### config.mk
export PLATFORM = sky130hd
export DESIGN_NAME = seg7_scan_mux
export DESIGN_NICKNAME = d
export VERILOG_FILES = /design/src/rtl/seg7_scan_mux.sv
export SDC_FILE = /design/constraint.sdc
export NUM_CORES = 1
export LEC_CHECK = 0
export CORE_UTILIZATION = 60
export CTS_BUF_LIST = sky130_fd_sc_hd__clkbuf_16
export CTS_CLUSTER_SIZE = 14
export DETAILED_ROUTE_END_ITERATION = 10
export PLACE_DENSITY = 0.85
export SLEW_MARGIN = 20
export SYNTH_ARGS = -nofsm -noshare
export SYNTH_HDL_FRONTEND = slang
export SYNTH_SLANG_ARGS = --single-unit
### constraint.sdc
create_clock -name clk -period 5.15 [get_ports clk]
set_input_delay 1.03 -clock clk [delete_from_list [all_inputs] [get_ports clk]]
set_output_delay 1.03 -clock clk [all_outputs]
set_load 0.05 [all_outputs]
### src/rtl/seg7_scan_mux.sv
// Time-multiplexed seven-segment scanner with blank interval and frame-synchronous update.
// Optional LEADING_ZERO_SUPPRESS_EN: dark leading zero digits (digit 0 always shown).
module seg7_scan_mux #(
  parameter int NUM_DIGITS     = 8,
  parameter int CLK_DIV        = 1000,
  parameter int BLANK_CYCLES   = 50,
  parameter int SEL_ACTIVE_LOW = 1
) (
  input  logic                    clk,
  input  logic                    rst,
  input  logic [4*NUM_DIGITS-1:0] digits,
  input  logic [NUM_DIGITS-1:0]   dp_in,
  input  logic [NUM_DIGITS-1:0]   blank,
  input  logic                    load,
  output logic [NUM_DIGITS-1:0]   select,
  output logic [6:0]              segment7x,
  output logic                    dp,
  output logic                    frame_done
);

  localparam int CW = $clog2(CLK_DIV);
  localparam int IW = (NUM_DIGITS > 1) ? $clog2(NUM_DIGITS) : 1;
  localparam logic [CW-1:0] CNT_LAST  = CW'(CLK_DIV - 1);
  localparam logic [CW-1:0] BLANK_END = CW'(BLANK_CYCLES);
  localparam logic [IW-1:0] IDX_LAST  = IW'(NUM_DIGITS - 1);
  localparam logic [NUM_DIGITS-1:0] SEL_OFF =
    (SEL_ACTIVE_LOW != 0) ? '1 : '0;

  logic [CW-1:0]           cnt_q, cnt_d;
  logic [IW-1:0]           idx_q, idx_d;
  logic                    pend_q, pend_d;
  logic [4*NUM_DIGITS-1:0] dig_pd_q, dig_pd_d;
  logic [NUM_DIGITS-1:0]   dp_pd_q, dp_pd_d;
  logic [NUM_DIGITS-1:0]   blk_pd_q, blk_pd_d;
  logic [4*NUM_DIGITS-1:0] dig_sh_q, dig_sh_d;
  logic [NUM_DIGITS-1:0]   dp_sh_q, dp_sh_d;
  logic [NUM_DIGITS-1:0]   blk_sh_q, blk_sh_d;
  logic [NUM_DIGITS-1:0]   sel_q, sel_d;
  logic [6:0]              seg_q, seg_d;
  logic                    dpo_q, dpo_d;
  logic                    fd_q, fd_d;

  logic                    wrap;
  logic [NUM_DIGITS-1:0]   hide;
  logic [NUM_DIGITS-1:0]   sel_raw;
  logic [3:0]              nib;
  logic                    on;

  function automatic logic [6:0] dec7(input logic [3:0] n);
    logic [6:0] s;
    unique case (n)
      4'h0: s = 7'h3F;
      4'h1: s = 7'h06;
      4'h2: s = 7'h5B;
      4'h3: s = 7'h4F;
      4'h4: s = 7'h66;
      4'h5: s = 7'h6D;
      4'h6: s = 7'h7D;
      4'h7: s = 7'h07;
      4'h8: s = 7'h7F;
      4'h9: s = 7'h6F;
      4'hA: s = 7'h77;
      4'hB: s = 7'h7C;
      4'hC: s = 7'h39;
      4'hD: s = 7'h5E;
      4'hE: s = 7'h79;
      4'hF: s = 7'h71;
    endcase
    return s;
  endfunction

  assign wrap = (idx_q == IDX_LAST) && (cnt_q == CNT_LAST);

  always_comb begin
    cnt_d = cnt_q + 1'b1;
    idx_d = idx_q;
    if (cnt_q == CNT_LAST) begin
      cnt_d = '0;
      idx_d = (idx_q == IDX_LAST) ? '0 : idx_q + 1'b1;
    end
  end

  // A load on the wrap cycle bypasses the pending stage entirely.
  always_comb begin
    dig_pd_d = load ? digits : dig_pd_q;
    dp_pd_d  = load ? dp_in  : dp_pd_q;
    blk_pd_d = load ? blank  : blk_pd_q;
    pend_d   = wrap ? 1'b0 : (load | pend_q);
    dig_sh_d = dig_sh_q;
    dp_sh_d  = dp_sh_q;
    blk_sh_d = blk_sh_q;
    if (wrap && load) begin
      dig_sh_d = digits;
      dp_sh_d  = dp_in;
      blk_sh_d = blank;
    end else if (wrap && pend_q) begin
      dig_sh_d = dig_pd_q;
      dp_sh_d  = dp_pd_q;
      blk_sh_d = blk_pd_q;
    end
  end

`ifdef LEADING_ZERO_SUPPRESS_EN
  always_comb begin
    logic lead;
    lead = 1'b1;
    hide = blk_sh_d;
    for (int i = NUM_DIGITS - 1; i > 0; i--) begin
      if (lead && (dig_sh_d[i*4 +: 4] == 4'h0)) hide[i] = 1'b1;
      else lead = 1'b0;
    end
  end
`else
  assign hide = blk_sh_d;
`endif

  // Outputs are computed from next state so they line up with cnt/idx.
  always_comb begin
    nib     = dig_sh_d[idx_d*4 +: 4];
    on      = (cnt_d >= BLANK_END) && !hide[idx_d];
    sel_raw = '0;
    if (on) sel_raw[idx_d] = 1'b1;
    sel_d = (SEL_ACTIVE_LOW != 0) ? ~sel_raw : sel_raw;
    seg_d = on ? dec7(nib) : 7'h00;
    dpo_d = on & dp_sh_d[idx_d];
    fd_d  = (idx_d == IDX_LAST) && (cnt_d == CNT_LAST);
  end

  always_ff @(posedge clk) begin
    if (rst) begin
      cnt_q    <= '0;
      idx_q    <= '0;
      pend_q   <= 1'b0;
      dig_pd_q <= '0;
      dp_pd_q  <= '0;
      blk_pd_q <= '0;
      dig_sh_q <= '0;
      dp_sh_q  <= '0;
      blk_sh_q <= '1;
      sel_q    <= SEL_OFF;
      seg_q    <= 7'h00;
      dpo_q    <= 1'b0;
      fd_q     <= 1'b0;
    end else begin
      cnt_q    <= cnt_d;
      idx_q    <= idx_d;
      pend_q   <= pend_d;
      dig_pd_q <= dig_pd_d;
      dp_pd_q  <= dp_pd_d;
      blk_pd_q <= blk_pd_d;
      dig_sh_q <= dig_sh_d;
      dp_sh_q  <= dp_sh_d;
      blk_sh_q <= blk_sh_d;
      sel_q    <= sel_d;
      seg_q    <= seg_d;
      dpo_q    <= dpo_d;
      fd_q     <= fd_d;
    end
  end

  assign select     = sel_q;
  assign segment7x  = seg_q;
  assign dp         = dpo_q;
  assign frame_done = fd_q;

endmodule

==> impl_metrics.sql <==
INSERT INTO impl_metrics (metric_group, metric, value, unit) VALUES
('status', 'outcome', 'finished clean', ''),
('synthesis', 'syn_area', '5930', 'sq um'),
('setup_path', 'crit-reg2reg-capture', 'segment7x[0]', ''),
('route', 'first_pass_iters', '5', ''),
('synthesis', 'synthCells', '676', ''),
('placement', 'dp_hpwl', '9560', 'microns'),
('sta', 'post-route-worst-setup-slack', '1080', 'ps'),
('clock_network', 'post_cts.repair.setup_buffers', '0', ''),
('placement', 'globalplace.congestion', '0.864', ''),
('finish', 'nFillCells', '672', ''),
('clock_network', 'cts.root.buffer_cell', 'sky130_fd_sc_hd__clkbuf_16', ''),
('setup_path', 'reg2reg_from', 'idx_q[0]', ''),
('synthesis', 'ys_seq_elements', '127', ''),
('grt', 'congestion_overflow_gr', '0', ''),
('sta', 'relSlewSlack', '28.0', '%'),
('floorplanning', 'num_io_pins', '68', ''),
('setup_path', 'worst_setup_path_startpoint', 'idx_q[0]', ''),
('clock_network', 'clock_latency', '410', 'ps'),
('route', 'detail_route.wl_per_cell', '17.3', 'microns'),
('power_and_ir_drop', 'power.density_cell_area', '327', 'nW/um^2'),
('finish', 'antenna-diode-count', '0', ''),
('setup_path', 'criticalPathCategory', 'reg -> reg', ''),
('grt', 'grt_start_max_net_pins', '80', ''),
('setup_path', 'critical_path_cell_by_cell', 'ha_1 > ha_1 > and2_1 > nand4_2 > buf_4 > mux2i_1 > a21oi_1 > a22oi_1 > nand4_1 > or2_1 > a21oi_1 > o21a_1', ''),
('setup_path', 'critical_path_depth', '12', ''),
('placement', 'port_buffers', '67', ''),
('route', 'drtIter0Drc', '289', ''),
('synthesis', 'ys.warnings.count', '0', ''),
('setup_path', 'critPathTopFamily', 'simple AND/OR/NAND/NOR gates', ''),
('setup_path', 'required', '5510', 'ps'),
('job', 'maximum_capacitance_violations', '0', ''),
('clock_network', 'clock-sinks', '127', ''),
('setup_path', 'critPathMaxFanout', '27', ''),
('setup_path', 'timing.critical_path.to', 'segment7x[0]', ''),
('grt', 'first_global_vias', '5007', ''),
('floorplanning', 'fp.dieW', '101', 'microns'),
('synthesis', 'seq_area_frac_synth', '42.9', '%'),
('route', 'drt_total_wl', '15000', 'microns'),
('route', 'via_count', '5045', ''),
('synthesis', 'synthArstFlopShare', '0', '%'),
('finish', 'most-common-layout-cells', 'sky130_fd_sc_hd__dfxtp_1, sky130_fd_sc_hd__nor2_1, sky130_fd_sc_hd__nand2_1', ''),
('setup_path', 'r2r.worst_path.cells', '12', ''),
('sta', 'fmax', '246', 'MHz'),
('sta', 'skew', '13.5', 'ps'),
('sta', 'final.min_clock_period', '4070', 'ps'),
('finish', 'finalNetCount', '790', ''),
('setup_path', 'r2r_slack', '1080', 'ps'),
('clock_network', 'cts.reportedPaths.clkPinSlew', '60', 'ps'),
('sta', 'timing.setup.tns', '0', 'ps'),
('sta', 'rsz0062_at_grt', 'false', ''),
('clock_network', 'max-clock-path-buffers', '2', ''),
('finish', 'multi_input_area', '3030', 'sq um'),
('grt', 'grt_first_pass_wirelength', '24300', 'microns'),
('sta', 'post_route_fraction_of_the_period_consumed_by_the_critical_path', '79.1', '%'),
('synthesis', 'synth_enable_flop_cells', '0', ''),
('synthesis', 'synth_cell_type_count', '65', ''),
('setup_path', 'critical-path-slowest-cell', 'sky130_fd_sc_hd__nand4_2', ''),
('synthesis', 'net_count_synth', '739', ''),
('route', 'drc', '0', ''),
('setup_path', 'critical_path_source_type', 'flop', ''),
('clock_network', 'hold_buffers', '0', ''),
('synthesis', 'ys_dominant_reg_cell', 'sky130_fd_sc_hd__dfxtp_1', ''),
('finish', 'area.growth.synth_to_final', '19.6', '%'),
('clock_network', 'h-tree-depth', '4', ''),
('sta', 'worst_pin_slew', '1070', 'ps'),
('clock_network', 'tritoncts.num_buffers', '17', ''),
('power_and_ir_drop', 'worst_ir_drop_vdd', '0.000305', 'V'),
('grt', 'track_usage', '31.1', '%'),
('setup_path', 'cp_num_buf_inv', '1', ''),
('placement', 'post-place-ws', '1210', 'ps'),
('route', 'vias_per_cell', '5.81', '');
==> flip-flops by register name (all words and copies together), names as in the netlist, 3 cells and up <==
name / cells
dig_sh_q: 32
idx_q: 3
dig_pd_q: 32
segment7x: 7
dp_pd_q: 8
cnt_q: 10
blk_sh_q: 8
dp_sh_q: 8
blk_pd_q: 8
select: 8
==> tightest hold or removal path, cell delays in order (launching register included) <==
cell	delay (ps)
sky130_fd_sc_hd__dfxtp_1	300
sky130_fd_sc_hd__nor2_1	80
sky130_fd_sc_hd__a211oi_1	50
==> stage by stage <==
| stage | instance area [sq um] | hold WS, ps | utilization (%) | total power, uW | instances |
|---|---|---|---|---|---|
| 2_1_floorplan | 5930 | 453 | - | 1100 | 676 |
| 3_3_place_gp | 6510 | 466 | 69.1 | 1160 | 837 |
| 3_5_place_dp | 6510 | 480 | 69.1 | 1160 | 837 |
| 4_1_cts | 7090 | 493 | 75.3 | 2330 | 869 |
| 5_1_grt | 7090 | 507 | 75.3 | 2390 | 869 |
| 6_report | 7090 | 491 | 75.3 | 2320 | 869 |
==> metal layers <==
metal / vias up / part of all wire [%] / track usage [%]
li1: 2423 / - / -
met1: 2356 / 41 / 38.1
met2: 222 / 49 / 51.6
met3: 44 / 6.9 / 8.70
met4: 0 / 2.7 / 13.3
met5: - / 0 / 0
==> how the worst min path moves through the flow <==
stage / cells past startpoint / end / slack, ps / startpoint
3_5_place_dp: 2 / dig_pd_q[4] / 480 / dig_pd_q[4]
2_1_floorplan: 2 / dig_pd_q[15] / 450 / dig_pd_q[15]
5_1_grt: 2 / dig_pd_q[15] / 510 / dig_pd_q[15]
4_1_cts: 2 / dig_pd_q[15] / 490 / dig_pd_q[15]
6_report: 2 / pend_q / 490 / pend_q
3_3_place_gp: 2 / dig_pd_q[15] / 470 / dig_pd_q[15]
==> cells in the mapped netlist (4+ instances only) <==
| cell | count | area share, % |
|---|---|---|
| sky130_fd_sc_hd__nor2b_1 | 12 | 1.3 |
| sky130_fd_sc_hd__o21ai_1 | 6 | 0.51 |
| sky130_fd_sc_hd__and3_1 | 4 | 0.42 |
| sky130_fd_sc_hd__buf_2 | 8 | 0.68 |
| sky130_fd_sc_hd__dfxtp_1 | 127 | 43 |
| sky130_fd_sc_hd__o22ai_1 | 7 | 0.74 |
| sky130_fd_sc_hd__mux2_2 | 6 | 1.1 |
| sky130_fd_sc_hd__a21oi_1 | 15 | 1.3 |
| sky130_fd_sc_hd__and4_1 | 4 | 0.59 |
| sky130_fd_sc_hd__nand2b_1 | 10 | 1.1 |
| sky130_fd_sc_hd__a22oi_1 | 12 | 1.5 |
| sky130_fd_sc_hd__clkbuf_1 | 16 | 1.0 |
| sky130_fd_sc_hd__ha_1 | 12 | 2.5 |
| sky130_fd_sc_hd__nand2_1 | 80 | 5.1 |
| sky130_fd_sc_hd__buf_6 | 13 | 2.5 |
| sky130_fd_sc_hd__nor2_1 | 114 | 7.2 |
| sky130_fd_sc_hd__nor3_1 | 12 | 1.0 |
| sky130_fd_sc_hd__nand3_1 | 38 | 3.2 |
| sky130_fd_sc_hd__xnor2_1 | 4 | 0.59 |
| sky130_fd_sc_hd__inv_1 | 15 | 0.95 |
| sky130_fd_sc_hd__mux2i_1 | 73 | 12 |
| sky130_fd_sc_hd__o21ai_0 | 25 | 2.1 |
==> area by class of cell <==
| class | count | share of cell area (%) |
|---|---|---|
| Sequential cell | 127 | 35.9 |
| Inverter | 16 | 0.847 |
| Clock inverter | 15 | 2.19 |
| Timing Repair Buffer | 75 | 10.2 |
| Multi-Input combinational cell | 490 | 42.7 |
| Tap cell | 129 | 2.28 |
| Clock buffer | 17 | 6.00 |
==> power breakdown <==
group,leakage [uW],switching (uW),internal [uW],total [uW]
Sequential,0.00103,15.0,1010,1020
Combinational,0.00176,56.1,63.9,120
Clock,0.000289,427,748,1180
Total,0.00308,499,1820,2320
==> logic make-up after synthesis <==
kind of cell	count (synthesis)	share of synthesized area [%]
and+or+nand+nor	296	23.1
DFF	127	42.9
AOI/OAI and AO/OA	94	10.4
muxes	82	14.1
buffers and inverters	59	6.06
adders and majority gates	12	2.53
xor gates and xnor gates	6	0.887
Note: power is estimated with default switching activity, not from simulation.
